File: config.mk
export PLATFORM = sky130hd
export DESIGN_NAME = s2_frame_receiver
export DESIGN_NICKNAME = d
export VERILOG_FILES = /design/src/rtl/s2_frame_receiver_pkg.sv /design/src/rtl/s2_shift_in.sv /design/src/rtl/s2_frame_receiver.sv
export SDC_FILE = /design/constraint.sdc
export NUM_CORES = 1
export LEC_CHECK = 0
export ABC_AREA = 1
export CELL_PAD_IN_SITES_DETAIL_PLACEMENT = 0
export CELL_PAD_IN_SITES_GLOBAL_PLACEMENT = 1
export CORE_ASPECT_RATIO = 1.2
export CORE_MARGIN = 1.5
export CORE_UTILIZATION = 38
export DETAILED_ROUTE_END_ITERATION = 10
export PLACE_DENSITY_LB_ADDON = 0.1
export SYNTH_ARGS = -nofsm -noshare
export SYNTH_HDL_FRONTEND = slang
export SYNTH_HIERARCHICAL = 1
export SYNTH_SLANG_ARGS = --single-unit
File: constraint.sdc
create_clock -name clk -period 1.63 [get_ports clk]
set_input_delay 0.326 -clock clk [delete_from_list [all_inputs] [get_ports clk]]
set_output_delay 0.326 -clock clk [all_outputs]
set_load 0.1 [all_outputs]
File: src/rtl/s2_frame_receiver_pkg.sv
// Shared widths, frame geometry and FSM state encoding for the S2 frame receiver.
package s2_frame_receiver_pkg;

    localparam int unsigned ADDR_W     = 3;
    localparam int unsigned DATA_W     = 18;
    localparam int unsigned FRAME_LEN  = ADDR_W + DATA_W;
    localparam int unsigned NUM_FRAMES = 8;
    localparam int unsigned CNT_W      = 5;
    localparam int unsigned FCNT_W     = $clog2(NUM_FRAMES + 1);

    typedef enum logic [1:0] {
        IDLE  = 2'd0,
        SHIFT = 2'd1,
        DRAIN = 2'd2
    } state_t;

endpackage

File: src/rtl/s2_shift_in.sv
// MSB-first serial-to-parallel shifter with bit counter; full flags that the next bit completes the frame.
module s2_shift_in
    import s2_frame_receiver_pkg::*;
(
    input  logic                 clk,
    input  logic                 rst,
    input  logic                 en,
    input  logic                 clr,
    input  logic                 sd,
    output logic                 full,
    output logic [FRAME_LEN-1:0] word
);

    logic [CNT_W-1:0] cnt;

    always_ff @(posedge clk or posedge rst) begin
        if (rst) begin
            word <= '0;
            cnt  <= '0;
            full <= 1'b0;
        end else if (clr) begin
            word <= '0;
            cnt  <= '0;
            full <= 1'b0;
        end else if (en) begin
            word <= {word[FRAME_LEN-2:0], sd};
            cnt  <= cnt + CNT_W'(1);
            // Registered look-ahead: set once FRAME_LEN-1 bits are held.
            full <= (cnt == CNT_W'(FRAME_LEN - 2));
        end
    end

endmodule

File: src/rtl/s2_frame_receiver.sv
// Deserializes 21-bit sen/sd frames into RB2 word writes; flags short frames and completion of NUM_FRAMES commits.
module s2_frame_receiver
    import s2_frame_receiver_pkg::*;
(
    input  logic              clk,
    input  logic              rst,
    input  logic              sen,
    input  logic              sd,
    output logic              RB2_RW,
    output logic [ADDR_W-1:0] RB2_A,
    output logic [DATA_W-1:0] RB2_D,
    input  logic [DATA_W-1:0] RB2_Q,
    output logic              S2_done,
    output logic              frame_err
);

    state_t              state;
    logic [FCNT_W-1:0]   frame_cnt;
    logic                shift_en;
    logic                shift_clr;
    logic                full;
    logic [FRAME_LEN-1:0] word;
    logic                unused_sig;

    assign unused_sig = ^{RB2_Q, word[FRAME_LEN-1]};

    s2_shift_in u_shift_in (
        .clk  (clk),
        .rst  (rst),
        .en   (shift_en),
        .clr  (shift_clr),
        .sd   (sd),
        .full (full),
        .word (word)
    );

    // Shifter control: capture while sen is low, clear on commit or abort.
    always_comb begin
        shift_en  = 1'b0;
        shift_clr = 1'b0;
        case (state)
            IDLE:    shift_en = ~sen;
            SHIFT: begin
                if (sen || full) shift_clr = 1'b1;
                else             shift_en  = 1'b1;
            end
            default: ;
        endcase
    end

    always_ff @(posedge clk or posedge rst) begin
        if (rst) begin
            state     <= IDLE;
            frame_cnt <= '0;
            RB2_RW    <= 1'b1;
            RB2_A     <= '0;
            RB2_D     <= '0;
            S2_done   <= 1'b0;
            frame_err <= 1'b0;
        end else begin
            RB2_RW    <= 1'b1;
            frame_err <= 1'b0;
            if (!RB2_RW && frame_cnt == FCNT_W'(NUM_FRAMES)) S2_done <= 1'b1;
            case (state)
                IDLE: begin
                    if (!sen) state <= SHIFT;
                end
                SHIFT: begin
                    if (sen) begin
                        frame_err <= 1'b1;
                        state     <= IDLE;
                    end else if (full) begin
                        // Commit on the edge sampling the last bit, using the live sd.
                        RB2_RW <= 1'b0;
                        RB2_A  <= word[FRAME_LEN-2 -: ADDR_W];
                        RB2_D  <= {word[DATA_W-2:0], sd};
                        if (frame_cnt != FCNT_W'(NUM_FRAMES))
                            frame_cnt <= frame_cnt + FCNT_W'(1);
                        state  <= DRAIN;
                    end
                end
                DRAIN: begin
                    if (sen) state <= IDLE;
                end
                default: state <= IDLE;
            endcase
        end
    end

endmodule

; After elaboration in Yosys (flattened, before gate mapping)
; Index checks and enable logic that the tools add are counted.
[totals]
regBits = 56
latchBits = 0
mem_bits_rw = 0
rom_bits = 0
input_bits = 22
out_inout_bits = 24
wordCells = 49
memories = 0
[classes]
addsub = 2
mul = 0
div = 0
n_lt_le_gt_ge = 0
n_eq_ne = 8
shift = 0
mux = 20
n_bitwise = 1
reduce_logical = 8
[ops]
columns = operator, n
row1 = 2-to-1 mux 20 bit, 2
row2 = 2-to-1 mux 1 bit, 10
row3 = 2-to-1 mux 5 bit, 2
row4 = 2-to-1 mux 2 bit, 4
row5 = one-hot mux 2 bit (3 select lines), 1
row6 = AND reduction 3 bit, 2
row7 = adder 5 x 1 -> 5 bit (second input constant), 1
row8 = equality test 5 bit (second input constant), 1
row9 = adder 4 x 1 -> 4 bit (second input constant), 1
row10 = equality test 4 bit (second input constant), 1
row11 = inequality test 2 bit (second input constant), 2
row12 = inequality test 4 bit (second input constant), 1
row13 = AND reduction 4 bit, 1
row14 = inequality test 3 x 2 -> 1 bit (second input constant), 1
row15 = equality test 2 x 1 -> 1 bit (second input constant), 1
row16 = equality test 2 bit (second input constant), 1
row17 = logical NOT 2 bit, 1
row18 = one-hot mux 1 bit (2 select lines), 1
row19 = nonzero test 2 bit, 1
row20 = logical AND 1 bit, 1
row21 = logical NOT 1 bit, 1
row22 = logical OR 1 bit, 1
row23 = NOT 1 bit, 1

; Depth between registers and ports, before layout
; Gate-level depths: netlist of the first run.
[depth]
ltp_word = 5
mapped_depth = 9
ltp_nobuf = 8

; Modules after synthesis
; Netlist of the first run, hierarchy kept.
[by_module_without_submodules]
columns = module, n_inst, cells_each, area_each_um2, seq_area_each_um2
row1 = s2_frame_receiver, 1, 143, 1267.5, 752.0
row2 = s2_shift_in, 1, 123, 1124.8, 675.6

; Worst setup path before layout of the first run
; Ideal clock, no wire load.
[synth_timing]
path_type = flip-flop to flip-flop
from = register state[1]
to = register u_shift_in.cnt[3]
setup_ns = 0.117
arrival_ns = 1.173
t_required_ns = 1.513
slack_ns = 0.340
path_stages_with_launch = 10
path_buffers = 1
synth_period_minus_slack_ns = 1.290
path_cell_list = dfrtp_1 > inv_1 > nand2_1 > nor2_1 > nor2_2 > buf_6 > nor2_4 > nand2_1 > nand2_1 > nor2_1
[synth_between]
elab_chain_len = 3
elab_cells_between_ends = 6
cone_classes = eq/ne (1) / mux (3) / reduce/logical (2)
[synth_rtl]
columns = item, line_no
row1 = start: declaration, s2_frame_receiver.sv:17  ; state_t state;
row2 = start signal: assignment, s2_frame_receiver.sv:53  ; state <= IDLE;
row3 = start signal: assignment, s2_frame_receiver.sv:66  ; if (!sen) state <= SHIFT;
row4 = start signal: assignment, s2_frame_receiver.sv:71  ; state <= IDLE;
row5 = equality test 2 x 1 -> 1 bit *, s2_frame_receiver.sv:41  ; case (state)
row6 = 2-to-1 mux 1 bit *, s2_frame_receiver.sv:41
row7 = net shift_clr, s2_frame_receiver.sv:20  ; logic shift_clr;
row8 = 2-to-1 mux 5 bit or nonzero test 2 bit (tied branches), --
row9 = end signal: assignment, s2_shift_in.sv:27  ; cnt <= cnt + CNT_W'(1);
row10 = end: declaration, s2_shift_in.sv:14  ; logic [CNT_W-1:0] cnt;
; The timed path passes the listed nets; every way through them passes the cells marked *.
; A chain may end at the register's enable or synchronous reset.

; Worst setup path in the final report of the first run
[layout_timing]
from = input port sen
to = register u_shift_in.word[13]
[layout_between]
elab_chain_len = 4
elab_cells_between_ends = 8
cone_classes = mux (5) / bitwise (1) / reduce/logical (2)
[layout_rtl]
columns = item, line_no
row1 = start: declaration, s2_frame_receiver.sv:7  ; input logic sen,
row2 = logical OR 1 bit *, s2_frame_receiver.sv:44  ; if (sen || full) shift_clr = 1'b1;
row3 = 2-to-1 mux 1 bit *, s2_frame_receiver.sv:44
row4 = 2-to-1 mux 1 bit *, s2_frame_receiver.sv:41
row5 = net shift_clr, s2_frame_receiver.sv:20
row6 = 2-to-1 mux 20 bit or nonzero test 2 bit (tied branches), --
row7 = end signal: assignment, s2_shift_in.sv:26  ; word <= {word[FRAME_LEN-2:0], sd};
row8 = end: declaration, s2_shift_in.sv:11  ; output logic [FRAME_LEN-1:0] word
; Marks and branches as above.

==> results of run 1 <==
==> power by group through the flow <==
| stage | combinational (W) | clock, W | sequential (W) |
|---|---|---|---|
| 2_1_floorplan | 0.000122 | 0 | 0.00149 |
| 3_3_place_gp | 0.000201 | 0 | 0.00149 |
| 3_5_place_dp | 0.000204 | 0 | 0.00149 |
| 4_1_cts | 0.000204 | 0.000769 | 0.00147 |
| 5_1_grt | 0.000227 | 0.000825 | 0.00147 |
| 6_report | 0.000197 | 0.000729 | 0.00147 |
==> state kept, by name (all words and copies together), names as in the netlist <==
| name | flops |
|---|---|
| u_shift_in/full | 1 |
| state | 2 |
| S2_done | 1 |
| u_shift_in/cnt | 5 |
| RB2_RW | 1 |
| RB2_D | 18 |
| u_shift_in/word | 20 |
| frame_err | 1 |
| RB2_A | 3 |
| frame_cnt | 4 |
==> layout make-up <==
class                      count  area [sq um]
fill                         578          2898
sequential                    56          1403
multi-input combinational    176         788.3
timing repair buffer          42         660.6
tap                           82         102.6
inverter                      21         78.83
clock buffer                   5         68.82
clock inverter                 2         12.51
==> critical path: stages <==
cell and delay [ps]:
clkdlybuf4s50_1 540, nor2_1 70, nor2_1 250, nor2_2 100, buf_4 210, inv_2 110, o21ai_0 80
==> metal layers <==
metal,global-route usage,routed length [um],vias to the layer above
li1,-,-,884
met1,0.1974,2109,839
met2,0.2727,2265,21
met3,0.03720,121,6
met4,0.06446,85,0
met5,0,0,-
==> path summary, 6_finish.rpt <==
path                            cells past startpoint                   to  slack, ps           startpoint
worst min register to register                      2             RB2_A[2]        470  u_shift_in/word[19]
worst min-delay path                                3             RB2_D[4]        370                  rst
worst max-delay path                                7  u_shift_in/word[13]        150                  sen
worst max register to register                      7  u_shift_in/word[13]        220             state[1]
max in group asynchronous                           3  u_shift_in/word[11]        970                  rst
min in group clk                                    2             RB2_A[2]        470  u_shift_in/word[19]
==> stage by stage <==
| step | setup slack, ps | instance area [sq um] | setup TNS, ps | total power (W) | hold WS (ps) |
|---|---|---|---|---|---|
| after floorplan | 342.1 | 2359 | 0 | 0.001617 | 366.0 |
| after global placement | -200.3 | 3033 | -4258 | 0.001694 | 453.7 |
| after detailed placement | -207.2 | 3033 | -4340 | 0.001697 | 454.0 |
| after CTS | 125.0 | 3114 | 0 | 0.002439 | 385.0 |
| after global routing | 20.23 | 3114 | 0 | 0.002526 | 396.4 |
| final | 145.1 | 3114 | 0 | 0.002391 | 374.0 |
==> implementation parameters, run 1 <==
Parameter                              Value

CTS
  Sink Count    56
  Htree depth    2
  Clock latency of the later-clocked register in the worst-skew pair    310 ps
  Clock root buffer    clkbuf_8
  Quantity of gates resized following cts    0
  Hold bufs inserted after CTS    0
  Maximum count of clock buffers along a single path    2
  Clock transition at the registers of the reported paths    100 ps
  Post-CTS setup buffer count    0
  TritonCTS Buffers    5
  TritonCTS clock tree    done

Finish
  Most frequent cells in the layout    119 x nand2_1, 55 x dfrtp_1, 27 x buf_12, 19 x inv_1, 19 x nand3_1
  Count of inserted antenna diode cells    0
  Most common cell after layout, fill and taps aside    nand2_1
  Number of non-filler instances in the completed layout    384
  Layout cells sized above 1    0.1854
  Nets@finish    327
  Layout-stage area growth over the synthesis result    32.04%
  Final core utilization    0.5180

Die
  Core Region    6012 sq um
  Die Wd    74.92 um
  Cell row count    31
  Die height    89.30 um
  Floorplan die area    about 6700 sq um
  Number of placed I/O pins    46
  Initial core utilization    0.3923

Power and ir drop
  Worst IR drop on VDD    around 0.00045 V
  Static leakage power    roughly 1.6 nW
  Net switching share of the total power    0.2468
  Combinational power share    0.082
  Clock network power share    0.305
  Part of the power in registers    0.613
  Internal power    0.001801 W
  Net load switching power    0.0005901 W
  Power Dens Cells    between 700 and 800 nW/um^2

Yosys
  Synthesis warning total    6
  Cell area after synthesis    2359 sq um
  Cells after synthesis    263
  Average footprint of a synthesized cell    8.968 sq um
  Synthesized net count    ~290

Worst hold path
  Hold WC Path Type    input pin to asynchronous set/reset pin

Global routing
  Global routing usage summed across all routing layers    0.1612
  Vias in the first global route    between 1500 and 2000
  Number of antenna violations at the first check in global routing    0
  Remaining Overflow, GRT    0
  Maximum number of pins on one net before global-route repair    31
  Global-route wire length before repair    8045 um

Timing
  Final critical-path required period    1485 ps
  Final-report hold violation count    0
  Portion of the clock cycle consumed by the worst path in the final layout    0.9110
  Maximum achievable frequency    around 0.67 GHz
  Max-Slew Margin vs Limit    0.7707
  Worst setup skew after layout    5.577 ps
  Least-Margin Pin Slew    344.0 ps
  Pins Over Slew Limit    0
  RSZ-0062 raised after global routing    no
  Setup violation total in the final timing report    0

Drt
  Vias    1750
  # DRC    0
  Mean routed wirelength per cell    11.93 um
  First DRT Iteration DRCs    63
  Count of TritonRoute iterations in the first routing pass    4
  Number of antenna-violating nets in the routed design    0
  Detailed-route wire length    4582 um
  Vias per cell    4.557

Critical path
  Endpoint required time on the critical path    1830 ps
  Critical-path maximum fanout    16
  Critical path launch point type    input pin
  Sort of element at the end of the critical path    flip-flop
  Arrival time reported for the critical path endpoint    1690 ps
  Kind of critical path    input pin to flip-flop

Placed design
  Number of buffers added on ports    27
  Final HPWL DP    3177 um
  GP Congestion    0.7380
  Count of placed standard cells including taps    377

Run status
  Status    finished, final reports clean

Flow run
  Max-capacitance violation count    0
No activity file was read; power rests on OpenSTA's default activity.
==> run 2: changes to the inputs <==
- CTS_CLUSTER_SIZE: default -> 24
==> results of run 2 <==
Final layout, timing and power as in run 1 (identical DEF).
==> RTL change: new RTL, flow settings as in run 1 <==
Compare `frame_cnt` against `FCNT_W'(NUM_FRAMES)` with >= in place of ==.
--- a/src/rtl/s2_frame_receiver.sv
+++ b/src/rtl/s2_frame_receiver.sv
@@ -60,7 +60,7 @@
         end else begin
             RB2_RW    <= 1'b1;
             frame_err <= 1'b0;
-            if (!RB2_RW && frame_cnt == FCNT_W'(NUM_FRAMES)) S2_done <= 1'b1;
+            if (!RB2_RW && frame_cnt >= FCNT_W'(NUM_FRAMES)) S2_done <= 1'b1;
             case (state)
                 IDLE: begin
                     if (!sen) state <= SHIFT;
Check against the original RTL: no difference found for any inputs over 10 cycles, from zero or initial values and one cycle with rst high; that may be too few to reach the edited logic, so the function may still have changed.
==> RTL change against run 1 <==
Synthesized area is 0.11% lower; routed wire length is 1.4% lower; clock skew is 0.0011 ns higher; setup slack improved by 0.038 ns; sequential power hardly changed; power is 7.9% higher; clock power up 26%; global-route usage down 0.59 points; sequential cell count is the same; critical path depth did not move; final area up 1.4%; critical path type unchanged; critical endpoint is now u_shift_in/full; highest routed layer unchanged.
==> RTL change: results (changes against run 1) <==
** Placement
- DP Worst Slack :: -0.160 ns (+0.0473 ns)
- Hpwl dp :: 3.27 mm (+2.9%)
- Post-DP Area :: 3040 sq um (+0.25%)
- RD Place Congestion :: 0.732 (-0.81%)
- The placed cell count came to 382 (+1.3%).

** Cells and area
- The count of inserted antenna diode cells was 0 (unchanged).
- The area of all placed cells without fillers came to 3160 sq um (+1.4%).
- Top flop regs :: u_shift_in/word (20), RB2_D (18), u_shift_in/cnt (5)
- The net count of the finished layout is 332 (+1.5%).
- The fraction of layout instances using a drive strength above 1 is 19.5% (+0.94 points).
- Filler instances :: 571 (-1.2%)

** Min path
- In this run the worst hold path is classified as input port to async pin.

** Pwr
- The power density over the cells was 817 nW/um^2 (+6.4%).
- The register share of total power was 56.9% (-4.4 points).
- Reported leakage power :: 1.65 nW (+1.4%)
- The cell internal power dissipation is 1.97 mW (+9.4%).
- VDD IR max :: 0.488 mV (+7.4%)

** Timing
- Final setup violating endpoints :: 0 (unchanged)
- Fin Clk Skew :: 0.00667 ns (+0.00110 ns)
- Relative slew slack :: 76.7% (-0.33 points)
- The post-route worst setup slack is 0.183 ns (+0.0381 ns).

** Route
- Average wire per cell in the routed design :: 11.6 um (-2.9%)
- Met3 wire length :: 85 um (-30%)
- WL met2 :: 2.29 mm (+1.1%)
- The violation count after the first detailed-routing iteration was 65 (+3.2%).
- The via density per instance was 4.47 (-1.9%).
- Total detailed-routing wirelength :: 4.52 mm (-1.4%)
- The wire length on met1 is 2.08 mm (-1.2%).

** Clock network
- The CTS clock-pin slew for the worst setup and hold paths was 0.10 ns (about the same).
- The worst-skew pair later-pin latency is 0.31 ns (about the same).
- The total CTS buffers was 5 (unchanged).
- The tree is rooted in a clkbuf_8.
- The clock tree buffer depth was 2 (unchanged).

** Setup path
- Highest net fanout along the worst path :: 4 (-12)
- CP Data Arrival Time :: 1.68 ns
- The worst register-to-register path begins at state[1].
- Worst reg-to-reg path cell count :: 7 (unchanged)
- Cell family contributing the most delay on the critical path :: simple AND/OR/NAND/NOR gates
- Slowest cell delay on critical path :: 0.54 ns (about the same)
- End point of the critical path :: u_shift_in/full
- The setup check on the worst reg-to-reg path leaves a slack of 0.23 ns.
- Launch point of the worst path :: sen

** Global route
- Largest net degree at the start of global routing :: 27 (-13%)
- The initial antenna violation count is 0 (unchanged).
- GRT Total Usage :: 15.5% (-0.59 points)
- The number of global-route vias before repair came to 1,681 (-1.3%).
- The first-pass GRT wire length is 7.84 mm (-2.6%).

** Status
- Run status :: complete, no violations

** Logic synthesis
- Ys Warns :: 6 (unchanged)
- The average cell area after synthesis is 8.89 sq um (-0.86%).
- The synthesized netlist net count came to 290 (+0.69%).
RTL change: per-layer routing:
metal,GRT usage [%],vias to the layer above
met4,4.46,0
met2,26.7,15
li1,-,901
met1,19.7,823
met5,0,-
met3,3.04,5
RTL change: final cells by class:
class / instances / area share, %
clock buffer: 5 / 2.18
inverter: 24 / 2.85
timing repair buffer: 45 / 21.2
multi-input combinational: 175 / 24.5
clock inverter: 3 / 1.51
sequential: 56 / 44.4
tap: 82 / 3.25
RTL change: how the worst min path moves through the flow:
stage / slack (ns) / to / cells after the start / startpoint
floorplan: 0.37 / u_shift_in/cnt[0] / 1 / rst
global placement: 0.45 / RB2_D[15] / 2 / u_shift_in/word[14]
finish: 0.34 / RB2_D[10] / 3 / rst
global route: 0.37 / RB2_D[10] / 3 / rst
CTS: 0.34 / RB2_D[10] / 3 / rst
detailed placement: 0.45 / RB2_D[15] / 2 / u_shift_in/word[14]
